===== src/rtl/uart_rx.sv =====
// UART receiver with 2-flop input synchronizer and OVS-times oversampling.
// Recovers start(0) / WIDTH data bits LSB first / optional parity / stop(1)
// frames and hands the word on with a single-cycle valid strobe.
//
// Ports:
//   CLK        clock; one bit period lasts OVS cycles
//   RST        asynchronous active-low reset
//   RX_IN      serial line, idles high, asynchronous to CLK
//   PAR_EN     1 = frame carries a parity bit (latched at START entry)
//   PAR_TYP    0 = even, 1 = odd parity (latched at START entry)
//   P_DATA     last good received word
//   DATA_VALID one-cycle pulse when P_DATA has just been updated
//   PAR_ERR    parity mismatch on the last completed frame
//   STP_ERR    stop bit sampled low on the last completed frame
//   BUSY       high whenever the receiver is not idle
module uart_rx #(
  parameter int WIDTH = 8,
  parameter int OVS   = 8
) (
  input  logic             CLK,
  input  logic             RST,
  input  logic             RX_IN,
  input  logic             PAR_EN,
  input  logic             PAR_TYP,
  output logic [WIDTH-1:0] P_DATA,
  output logic             DATA_VALID,
  output logic             PAR_ERR,
  output logic             STP_ERR,
  output logic             BUSY
);

  localparam int EW = $clog2(OVS);
  localparam int BW = (WIDTH > 1) ? $clog2(WIDTH) : 1;

  localparam logic [EW-1:0] SAMP_A    = EW'(OVS / 2 - 1);
  localparam logic [EW-1:0] SAMP_B    = EW'(OVS / 2);
  localparam logic [EW-1:0] SAMP_C    = EW'(OVS / 2 + 1);
  localparam logic [EW-1:0] LAST_EDGE = EW'(OVS - 1);
  localparam logic [BW-1:0] LAST_BIT  = BW'(WIDTH - 1);

  typedef enum logic [2:0] {
    IDLE,
    START,
    DATA,
    PARITY,
    STOP
  } state_e;

  state_e            state_q, state_d;
  logic              sync1_q, sync2_q;
  logic [EW-1:0]     edge_cnt_q, edge_cnt_d;
  logic [BW-1:0]     bit_cnt_q, bit_cnt_d;
  logic              samp_a_q, samp_a_d;
  logic              samp_b_q, samp_b_d;
  logic [WIDTH-1:0]  shift_q, shift_d;
  logic              par_en_q, par_en_d;
  logic              par_typ_q, par_typ_d;
  logic              mismatch_q, mismatch_d;
  logic [WIDTH-1:0]  p_data_q, p_data_d;
  logic              valid_q, valid_d;
  logic              par_err_q, par_err_d;
  logic              stp_err_q, stp_err_d;

  logic              rx_s;
  logic              bit_maj;
  logic              decide;
  logic              last_edge;

  // Two-flop synchronizer; flops reset high so reset never looks like a start bit.
  always_ff @(posedge CLK or negedge RST) begin
    if (!RST) begin
      sync1_q <= 1'b1;
      sync2_q <= 1'b1;
    end else begin
      sync1_q <= RX_IN;
      sync2_q <= sync1_q;
    end
  end

  assign rx_s      = sync2_q;
  assign decide    = (edge_cnt_q == SAMP_C);
  assign last_edge = (edge_cnt_q == LAST_EDGE);

  // Majority of the two stored mid-bit samples and the live third sample,
  // so a single-cycle glitch around the bit centre is voted out.
  assign bit_maj = (samp_a_q & samp_b_q) | (samp_a_q & rx_s) | (samp_b_q & rx_s);

  // All receiver state registers.
  always_ff @(posedge CLK or negedge RST) begin
    if (!RST) begin
      state_q    <= IDLE;
      edge_cnt_q <= '0;
      bit_cnt_q  <= '0;
      samp_a_q   <= 1'b1;
      samp_b_q   <= 1'b1;
      shift_q    <= '0;
      par_en_q   <= 1'b0;
      par_typ_q  <= 1'b0;
      mismatch_q <= 1'b0;
      p_data_q   <= '0;
      valid_q    <= 1'b0;
      par_err_q  <= 1'b0;
      stp_err_q  <= 1'b0;
    end else begin
      state_q    <= state_d;
      edge_cnt_q <= edge_cnt_d;
      bit_cnt_q  <= bit_cnt_d;
      samp_a_q   <= samp_a_d;
      samp_b_q   <= samp_b_d;
      shift_q    <= shift_d;
      par_en_q   <= par_en_d;
      par_typ_q  <= par_typ_d;
      mismatch_q <= mismatch_d;
      p_data_q   <= p_data_d;
      valid_q    <= valid_d;
      par_err_q  <= par_err_d;
      stp_err_q  <= stp_err_d;
    end
  end

  // Next-state logic. The stop bit is judged at its centre and the FSM
  // returns to IDLE on that same edge, leaving half a bit of slack so a
  // transmitter sending frames back to back is never missed.
  always_comb begin
    state_d    = state_q;
    edge_cnt_d = edge_cnt_q;
    bit_cnt_d  = bit_cnt_q;
    samp_a_d   = samp_a_q;
    samp_b_d   = samp_b_q;
    shift_d    = shift_q;
    par_en_d   = par_en_q;
    par_typ_d  = par_typ_q;
    mismatch_d = mismatch_q;
    p_data_d   = p_data_q;
    valid_d    = 1'b0;
    par_err_d  = par_err_q;
    stp_err_d  = stp_err_q;

    if (state_q != IDLE) begin
      edge_cnt_d = last_edge ? '0 : edge_cnt_q + 1'b1;
      if (edge_cnt_q == SAMP_A) samp_a_d = rx_s;
      if (edge_cnt_q == SAMP_B) samp_b_d = rx_s;
    end

    case (state_q)
      IDLE: begin
        edge_cnt_d = '0;
        bit_cnt_d  = '0;
        if (!rx_s) begin
          state_d    = START;
          par_en_d   = PAR_EN;
          par_typ_d  = PAR_TYP;
          mismatch_d = 1'b0;
        end
      end

      START: begin
        if (decide && bit_maj) begin
          state_d    = IDLE;
          edge_cnt_d = '0;
        end else if (last_edge) begin
          state_d = DATA;
        end
      end

      DATA: begin
        if (decide) shift_d = {bit_maj, shift_q[WIDTH-1:1]};
        if (last_edge) begin
          if (bit_cnt_q == LAST_BIT) begin
            bit_cnt_d = '0;
            state_d   = par_en_q ? PARITY : STOP;
          end else begin
            bit_cnt_d = bit_cnt_q + 1'b1;
          end
        end
      end

      PARITY: begin
        if (decide) mismatch_d = bit_maj ^ (^shift_q) ^ par_typ_q;
        if (last_edge) state_d = STOP;
      end

      STOP: begin
        if (decide) begin
          state_d    = IDLE;
          edge_cnt_d = '0;
          stp_err_d  = ~bit_maj;
          par_err_d  = par_en_q & mismatch_q;
          if (bit_maj && !(par_en_q && mismatch_q)) begin
            p_data_d = shift_q;
            valid_d  = 1'b1;
          end
        end
      end

      default: state_d = IDLE;
    endcase
  end

  assign P_DATA     = p_data_q;
  assign DATA_VALID = valid_q;
  assign PAR_ERR    = par_err_q;
  assign STP_ERR    = stp_err_q;
  assign BUSY       = (state_q != IDLE);

endmodule


===== config.mk =====
export PLATFORM = sky130hd
export DESIGN_NAME = uart_rx
export DESIGN_NICKNAME = d
export VERILOG_FILES = /design/src/rtl/uart_rx.sv
export SDC_FILE = /design/constraint.sdc
export NUM_CORES = 1
export LEC_CHECK = 0
export ABC_AREA = 1
export ABC_CLOCK_PERIOD_IN_PS = 2000
export CAP_MARGIN = 20
export CORE_MARGIN = 2
export CORE_UTILIZATION = 32
export CTS_CLUSTER_SIZE = 25
export DETAILED_ROUTE_END_ITERATION = 6
export DONT_BUFFER_PORTS = 1
export PLACE_DENSITY = 0.48
export SKIP_LAST_GASP = 1
export SYNTH_ARGS = -nofsm -noshare
export SYNTH_HDL_FRONTEND = slang
export SYNTH_SLANG_ARGS = --single-unit

===== constraint.sdc =====
create_clock -name CLK -period 2 [get_ports CLK]
set_clock_uncertainty 0.05 [all_clocks]
set_input_delay 0.3 -clock CLK [delete_from_list [all_inputs] [get_ports CLK]]
set_output_delay 0.3 -clock CLK [all_outputs]
set_load 0.02 [all_outputs]

---- Yosys cells after proc, flatten, opt, wreduce, memory -nomap -nowiden ----
Index checks and enable logic that the tools add are counted.
Widths: inputs -> output; s select.
operators by class
  $add $sub $neg .......................... 2
  equality and inequality tests ........... 16
  muxes and demuxes ....................... 23
  bitwise operators ....................... 10
  reduce and logical (&&, ||, !) cells .... 18
operators with widths
  operator             count
  $mux 3               14
  $eq 3x3->1 const B   5
  $pmux 3 s5           1
  $ne 2x2->1 const B   6
  $reduce_and 2->1     6
  $eq 3x2->1 const B   3
  $pmux 3 s3           1
  $reduce_xor 8->1     1
  $add 3x1->3 const B  2
  $pmux 3 s2           1
  $reduce_and 3->1     2
  $reduce_and 6->1     1
  $mux 1               5
  $and 1x1->1          4
  $reduce_bool 2->1    2
  $eq 3x1->1 const B   1
  $logic_and 1x1->1    3
  $logic_not 3->1      1
  $ne 3x3->1 const B   1
  $reduce_bool 3->1    1
  $not 1->1            2
  $or 1x1->1           2
  $pmux 1 s2           1
  $xor 1x1->1          2
  $logic_not 1->1      1
word-level totals
  bits in registers ....................... 35
  input port bits ......................... 5
  word-level logic and storage cells ...... 84

---- Depth between registers and ports, before layout ----
  depth in word-level cells ............... 7
  gate-level depth with buffers ........... 12
  mapped depth without buffers ............ 12

---- Least setup slack after synthesis ----
OpenSTA, ideal clock, no wires.
  kind .................................... reg2reg
  from .................................... reg edge_cnt_q[1]
  to ...................................... reg p_data_q[0] (netlist: P_DATA[0])
  arrival time ............................ 1.376 ns
  required time ........................... 1.824 ns
  slack ................................... 0.448 ns
  stages on the path, launching flop included .. 9
  path buffers ............................ 1
  period minus slack after synthesis ...... 1.552 ns
  cells stage by stage .................... dfrtp_1 -> inv_1 -> ha_1 -> nand2_1 -> inv_2 -> nand3_4 -> nor3b_4 -> buf_6 -> o21ai_0
between the ends
  word-level cells in the longest chain between the ends .. 2
RTL lines
  item                               RTL line  source
  from (decl)                        51        logic [EW-1:0] edge_cnt_q, edge_cnt_d;
  from (signal assigned)             106       edge_cnt_q <= edge_cnt_d;
  $eq 3x3->1                         81        assign decide = (edge_cnt_q == SAMP_C);
  $reduce_and 3->1 (no source line)  n/a
  to (signal assigned)               114       p_data_q <= p_data_d;
  to (decl)                          59        logic [WIDTH-1:0] p_data_q, p_data_d;
Every way passes these cells.
A chain may end at the register's enable or synchronous reset.

---- Final worst setup path ----
  from .................................... reg state_q[1]
  to ...................................... reg shift_q[0]
between the ends
  word-level cells in the longest chain between the ends .. 2
RTL lines
  item                               RTL line  source
  from (decl)                        49        state_e state_q, state_d;
  from (signal assigned)             105       state_q <= state_d;
  $eq 3x2->1                         145       case (state_q)
  $reduce_and 2->1 (no source line)  n/a
  to (signal assigned)               110       shift_q <= shift_d;
  to (decl)                          55        logic [WIDTH-1:0] shift_q, shift_d;
Every way passes these cells.

==> impl_metrics.yaml <==
sta:
  worst_pin_slew_ps: 415.8
  hold_viol: 0
  fmax_mhz: 618.2
  relSlewSlack_pct: 71.99
  fin_tns_setup_ps: 0
  setup_viol: 0
  finalMaxSlewViolations: 0
  setup_slack_ps: 382.4
  fin_crit_ps: 1618
  rsz0062_at_grt: "no"
  period_share_pct: 80.88
pwr:
  clkPwrFrac_pct: 20.5
  ir_drop_uv: 583.3
  pwr-share-comb_pct: 34.0
  p_seq_share_pct: 45.5
  intPower_uw: 1425
  switching_power_uw: 956.6
  power.share.switching_pct: 40.16
  p_leak_uw: 0.0009734
  cellPowerDensity_mw_per_mm2: 1219
cts:
  cts-resized-gates: 0
  root_buffer: "clkbuf_8"
  cts.path.max_buffers: 2
  cts_sinks: 35
  clkTransAtPathRegs_ps: 70
  cts_buffers: 5
  cts_tree: "yes"
  worstSkewPairLatency_ps: 280
  ctsHtreeMaxLevel: 2
critical_path:
  critPathTopFamily: "simple AND/OR/NAND/NOR gates"
  crit_type: "reg -> reg"
  end_kind: "flop"
  r2r_start: "state_q[1]"
  path_buf_inv: 2
  critPathRequiredTime_ps: 2120
  cpMaxStageDelayCell: "dfrtp_1"
  crit_path_cell_trace: "inv_1 -> nor2_1 -> nand2_1 -> inv_2 -> nand2_1 -> mux2_2"
  cp-start-kind: "flop"
  path_max_fanout: 15
  crit_arrival_ps: 1740
  cpMostUsedCell: "nand2_1"
  slowest_delay_ps: 420
  cp-startpoint: "state_q[1]"
yosys:
  synth_common_cells: "nand2_1 (62), dfrtp_1 (31), inv_1 (27)"
  yosysTopAreaCell: "dfrtp_1"
  yosys.cell_types.count: 23
  syn_area_mm2: 0.001752
  seq_area_frac_synth_pct: 50.29
  ys_async_sr_fraction_pct: 100.0
  synth-edff-count: 0
  synth_top_area_share_pct: 44.29
  ys_ff_latch: 35
  synth_fp_nets: 220
  syn_avg_cell_area_um2: 8.422
  yosysMostFrequentCell: "nand2_1"
  syn_inst: 208
  synth_ff_type: "dfrtp_1"
  synth_warnings: 0
  ys_top_cells_by_area: "dfrtp_1 (44%), nand2_1 (13%), dfstp_2 (6.0%), inv_1 (5.8%), o21ai_0 (5.4%)"
grt:
  antenna_found_initial: 0
  track_usage_pct: 11.65
  grt_max_degree: 36
  grt_pass1_vias: 1269
  grt_remaining_overflow: 0
  grt_pass1_wl_um: 5575
floorplanning:
  rows: 26
  io_pins: 17
  start_util_pct: 33.65
  die_width_um: 77.99
  die_y_um: 77.99
  die-area_mm2: 0.006082
  core-area_mm2: 0.005205
routing:
  routedWlPerCell_um: 10.73
  via_per_inst: 4.439
  dr.pass1.iters: 4
  drtIter0Drc: 79
  vias: 1283
  antenna_left: 0
  drc: 0
  routed_wl_um: 3102
layout:
  antenna_cells: 0
  multi_input_area_um2: 739.5
  fillers: 546
  area_growth_pct: 11.50
  final_nets: 230
  seq_area_um2: 880.8
  drive_gt1_share_pct: 11.87
min_path:
  hp-start: "PAR_EN"
  hp-class: "in -> reg"
run_status:
  status: "finished clean"
placement:
  finalWeightedCongestion: 0.8016
  portBuffers: 0
  dp_hpwl_um: 2296
  place_ws_ps: 367.4
job:
  drv_cap: 0
per-layer routing:
| layer | share of wire [%] | GRT usage, % |
|---|---|---|
| met5 | 0 | 0 |
| met4 | 1.7 | 4.737 |
| met3 | 4.6 | 3.953 |
| met2 | 46 | 18.97 |
| met1 | 48 | 14.12 |
path summary, 6_finish.rpt:
kind / slack, ps / end / depth (start not counted)
worst max-delay path: 380 / shift_q[0] / 6
worst min-delay path: 120 / par_en_q / 1
worst max register to register: 380 / shift_q[0] / 6
worst min register to register: 310 / rx_s / 0
max in group asynchronous: 1230 / sync1_q / 2
min in group asynchronous: 430 / P_DATA[4] / 2
power by group through the flow:
stage	clock, uW	sequential, uW	combinational, uW
finish	489	1080	809
global route	544	1110	973
CTS	520	1090	828
detailed placement	0	1100	802
global placement	0	1100	815
floorplan	0	1070	640
layout by cell type, fill, tap and decap left out:
master          n
nand3_4         1
nand2_2         3
xnor2_1         1
nand2_1        62
buf_4           2
o21ai_0        19
buf_12          1
o21ai_2         1
nor2_1         18
inv_1          27
clkbuf_8        5
o21bai_2        1
mux2_2          3
nor3b_4         1
nor2_4          1
nand3_1         9
dlygate4sd3_1   2
ha_1            7
a31oi_1         1
nor3_1          1
inv_2           2
o21bai_1        1
clkinv_2        1
xor2_1          1
dfrtp_1        31
dfstp_2         4
clkbuf_1        2
a21oi_1        11
stage by stage:
| stage | hold WS (ps) | area, um2 | power [uW] | utilization, % | instances |
|---|---|---|---|---|---|
| 4_1_cts | 108.7 | 1953 | 2436 | 37.52 | 289 |
| 3_3_place_gp | -44.40 | 1832 | 1912 | 35.19 | 278 |
| 2_1_floorplan | -45.59 | 1752 | 1709 | - | 208 |
| 6_report | 115.4 | 1953 | 2382 | 37.52 | 289 |
| 5_1_grt | 110.3 | 1953 | 2628 | 37.52 | 289 |
| 3_5_place_dp | -44.30 | 1832 | 1903 | 35.19 | 278 |
final cells by class:
| type | count | share of cell area (%) |
|---|---|---|
| clock buffer | 7 | 3.908 |
| clock inverter | 1 | 0.2562 |
| multi-input combinational | 142 | 37.86 |
| tap | 70 | 4.484 |
| sequential | 35 | 45.10 |
| inverter | 29 | 5.573 |
| timing repair buffer | 5 | 2.819 |
flip-flops by register name, summed over array words and instances, names as in the netlist:
signal	count
DATA_VALID	1
PAR_ERR	1
P_DATA	8
STP_ERR	1
bit_cnt_q	3
edge_cnt_q	3
mismatch_q	1
par_en_q	1
par_typ_q	1
rx_s	1
samp_a_q	1
samp_b_q	1
shift_q	8
state_q	3
sync1_q	1
repair_timing:
action / 4_1_cts / 5_1_grt
endpoints found under the hold margin: 36 / 0
setup endpoints to repair: 0 / 0
setup buffers: 0 / 0
hold buffers: 3 / 0
cells by family after synthesis:
| kind of cell | share of synthesized area, % |
|---|---|
| AO/OA/AOI/OAI | 10.50 |
| XOR/XNOR | 1.000 |
| flip-flops | 50.29 |
| multiplexers | 1.928 |
| buffers and inverters | 7.500 |
| adder cells (fa/ha/maj) | 5.000 |
| AND/OR/NAND/NOR | 23.79 |
No activity file was read; power rests on OpenSTA's default activity.
==> RTL edit (same settings) <==
Set the parameter `WIDTH` to 4 (it was 8).
--- a/src/rtl/uart_rx.sv
+++ b/src/rtl/uart_rx.sv
@@ -14,7 +14,7 @@
 //   STP_ERR    stop bit sampled low on the last completed frame
 //   BUSY       high whenever the receiver is not idle
 module uart_rx #(
-  parameter int WIDTH = 8,
+  parameter int WIDTH = 4,
   parameter int OVS   = 8
 ) (
   input  logic             CLK,
Ports: changed (resized P_DATA); port bits go from 17 to 13. No check against the original RTL was run, so the function may have changed too.
==> RTL edit against the unedited design <==
  * Hold slack got worse by 0.96 ps
  * Design area shrank 22%
  * Non-clock buffer count is 1 lower
  * Maximum frequency down 1.5%
  * Worst setup slack got worse by 24 ps
  * Synthesized area down 22%
  * First-iteration DRC count up 11%
  * Sequential cell count decreased by 9
  * Total power fell by 12%
  * Routed wire length fell by 20%
  * Die area fell by 21%
  * Global-route usage down 0.25 points
  * Synthesized cell count is 22% lower
==> RTL edit: results (changes against the unedited design) <==
[run_status]
outcome=finished clean

[global_route]
grt_pass1_wl_um=4360  ; -22%
grt_pass1_vias=945  ; -26%
gr-usage-met2_pct=17.6  ; -1.3 points
grt_start_max_net_pins=27  ; -25%
met1_usage_pct=15.1  ; +1.0 points
track_usage_pct=11.4  ; -0.25 points
grtUsageMet3_pct=4.36  ; +0.41 points

[synthesis]
ys_seq_area_share_pct=48.2  ; -2.1 points
synth_top_cells_by_count=50 x nand2_1, 22 x dfrtp_1, 21 x inv_1
ys_warn_count=0  ; unchanged
synthFlopType=dfrtp_1
syn_inst=162  ; -22%
syn_nets=173  ; -21%
synth_cell_types=21  ; -8.7%
synth_area_leaders=dfrtp_1 40%, nand2_1 14%, dfstp_2 7.7%, inv_1 5.8%, ha_1 5.5%

[clocking]
clock_latency_ps=270
cts_made_buffers=3  ; -2
clk_pin_slew_worst_paths_ps=100  ; +30 ps
cts_htree_levels=1  ; -1
cts_hold_buf=3  ; unchanged
cts-root-buf=clkbuf_8

[route]
wire_per_inst_um=11.3  ; +5.5%
route.met2.wl_um=1110  ; -22%
met1_length_um=1230  ; -17%
routed_via_density=4.60  ; +3.6%
first_iter_violations=88  ; +11%
wirelength_um=2470  ; -20%
wl_met3_um=97  ; -32%

[final_layout]
drive_gt1_share_pct=14.3  ; +2.4 points
finalNetCount=180  ; -22%

[critical_path]
crit_family=flip-flops
crit_fanout=9  ; -6
worstPathArrival_ps=1290  ; -450 ps
r2r-start=edge_cnt_q[1]$_DFF_PN0_
r2r_cells=9  ; +3

[worst_hold_path]
holdPathStages=1  ; unchanged

[sta]
worst_pin_slew_ps=337  ; -79.3 ps

[place]
post-place-cells=211  ; -24%
gp_congestion=0.837  ; +4.5%
io_buffers=0  ; unchanged
hpwl_um=1900  ; -17%

[power]
irDropWorstVdd_mv=0.555  ; -4.9%
p_leak_nw=0.763  ; -22%

-- RTL edit: cell types whose count changed in the layout (fill, tap and decap cells not counted), moves of 4 or more --
| cell | before | now |
|---|---|---|
| nand2_1 | 62 | 50 |
| o21ai_0 | 19 | 7 |
| dfrtp_1 | 31 | 22 |
| nor2_1 | 18 | 9 |
| o21ai_1 | 0 | 7 |
| inv_1 | 27 | 21 |
| a21oi_1 | 11 | 7 |
-- RTL edit: worst paths after layout --
check	to	slack, ps
hold / removal	par_en_q$_DFFE_PN0P_	110
hold reg to reg	rx_s$_DFF_PN1_	310
min in group asynchronous	DATA_VALID$_DFF_PN0_	410
setup / recovery	BUSY	360
max in group asynchronous	sync1_q$_DFF_PN1_	1250
setup reg to reg	edge_cnt_q[0]$_DFF_PN0_	450
-- RTL edit: power breakdown --
group	switching (mW)	internal (mW)
Clock	0.171	0.268
Combinational	0.550	0.304
Sequential	0.131	0.674
-- RTL edit: stage by stage --
step	setup slack [ps]	hold WS [ps]	cell area [um^2]
3_5_place_dp	426	-45.0	1410
2_1_floorplan	622	-45.6	1360
5_1_grt	204	102	1520
3_3_place_gp	403	-45.0	1410
6_report	358	114	1520
4_1_cts	358	112	1520
-- RTL edit: cell families after synthesis --
| logic type | count (synthesis) | synth area share [%] |
|---|---|---|
| adder cells (fa/ha/maj) | 6 | 5.51 |
| buffers and inverters | 23 | 7.45 |
| multiplexers | 1 | 1.10 |
| AO/OA/AOI/OAI | 23 | 8.82 |
| flip-flops | 26 | 48.2 |
| AND/OR/NAND/NOR | 83 | 29.0 |
-- RTL edit: layout make-up --
class	instances	area (um^2)
Clock buffer	3	41.3
Clock inverter	1	30.0
Fill cell	408	2540
Inverter	21	78.8
Multi-Input combinational cell	113	604
Sequential cell	26	656
Tap cell	50	62.6
Timing Repair Buffer	4	47.5
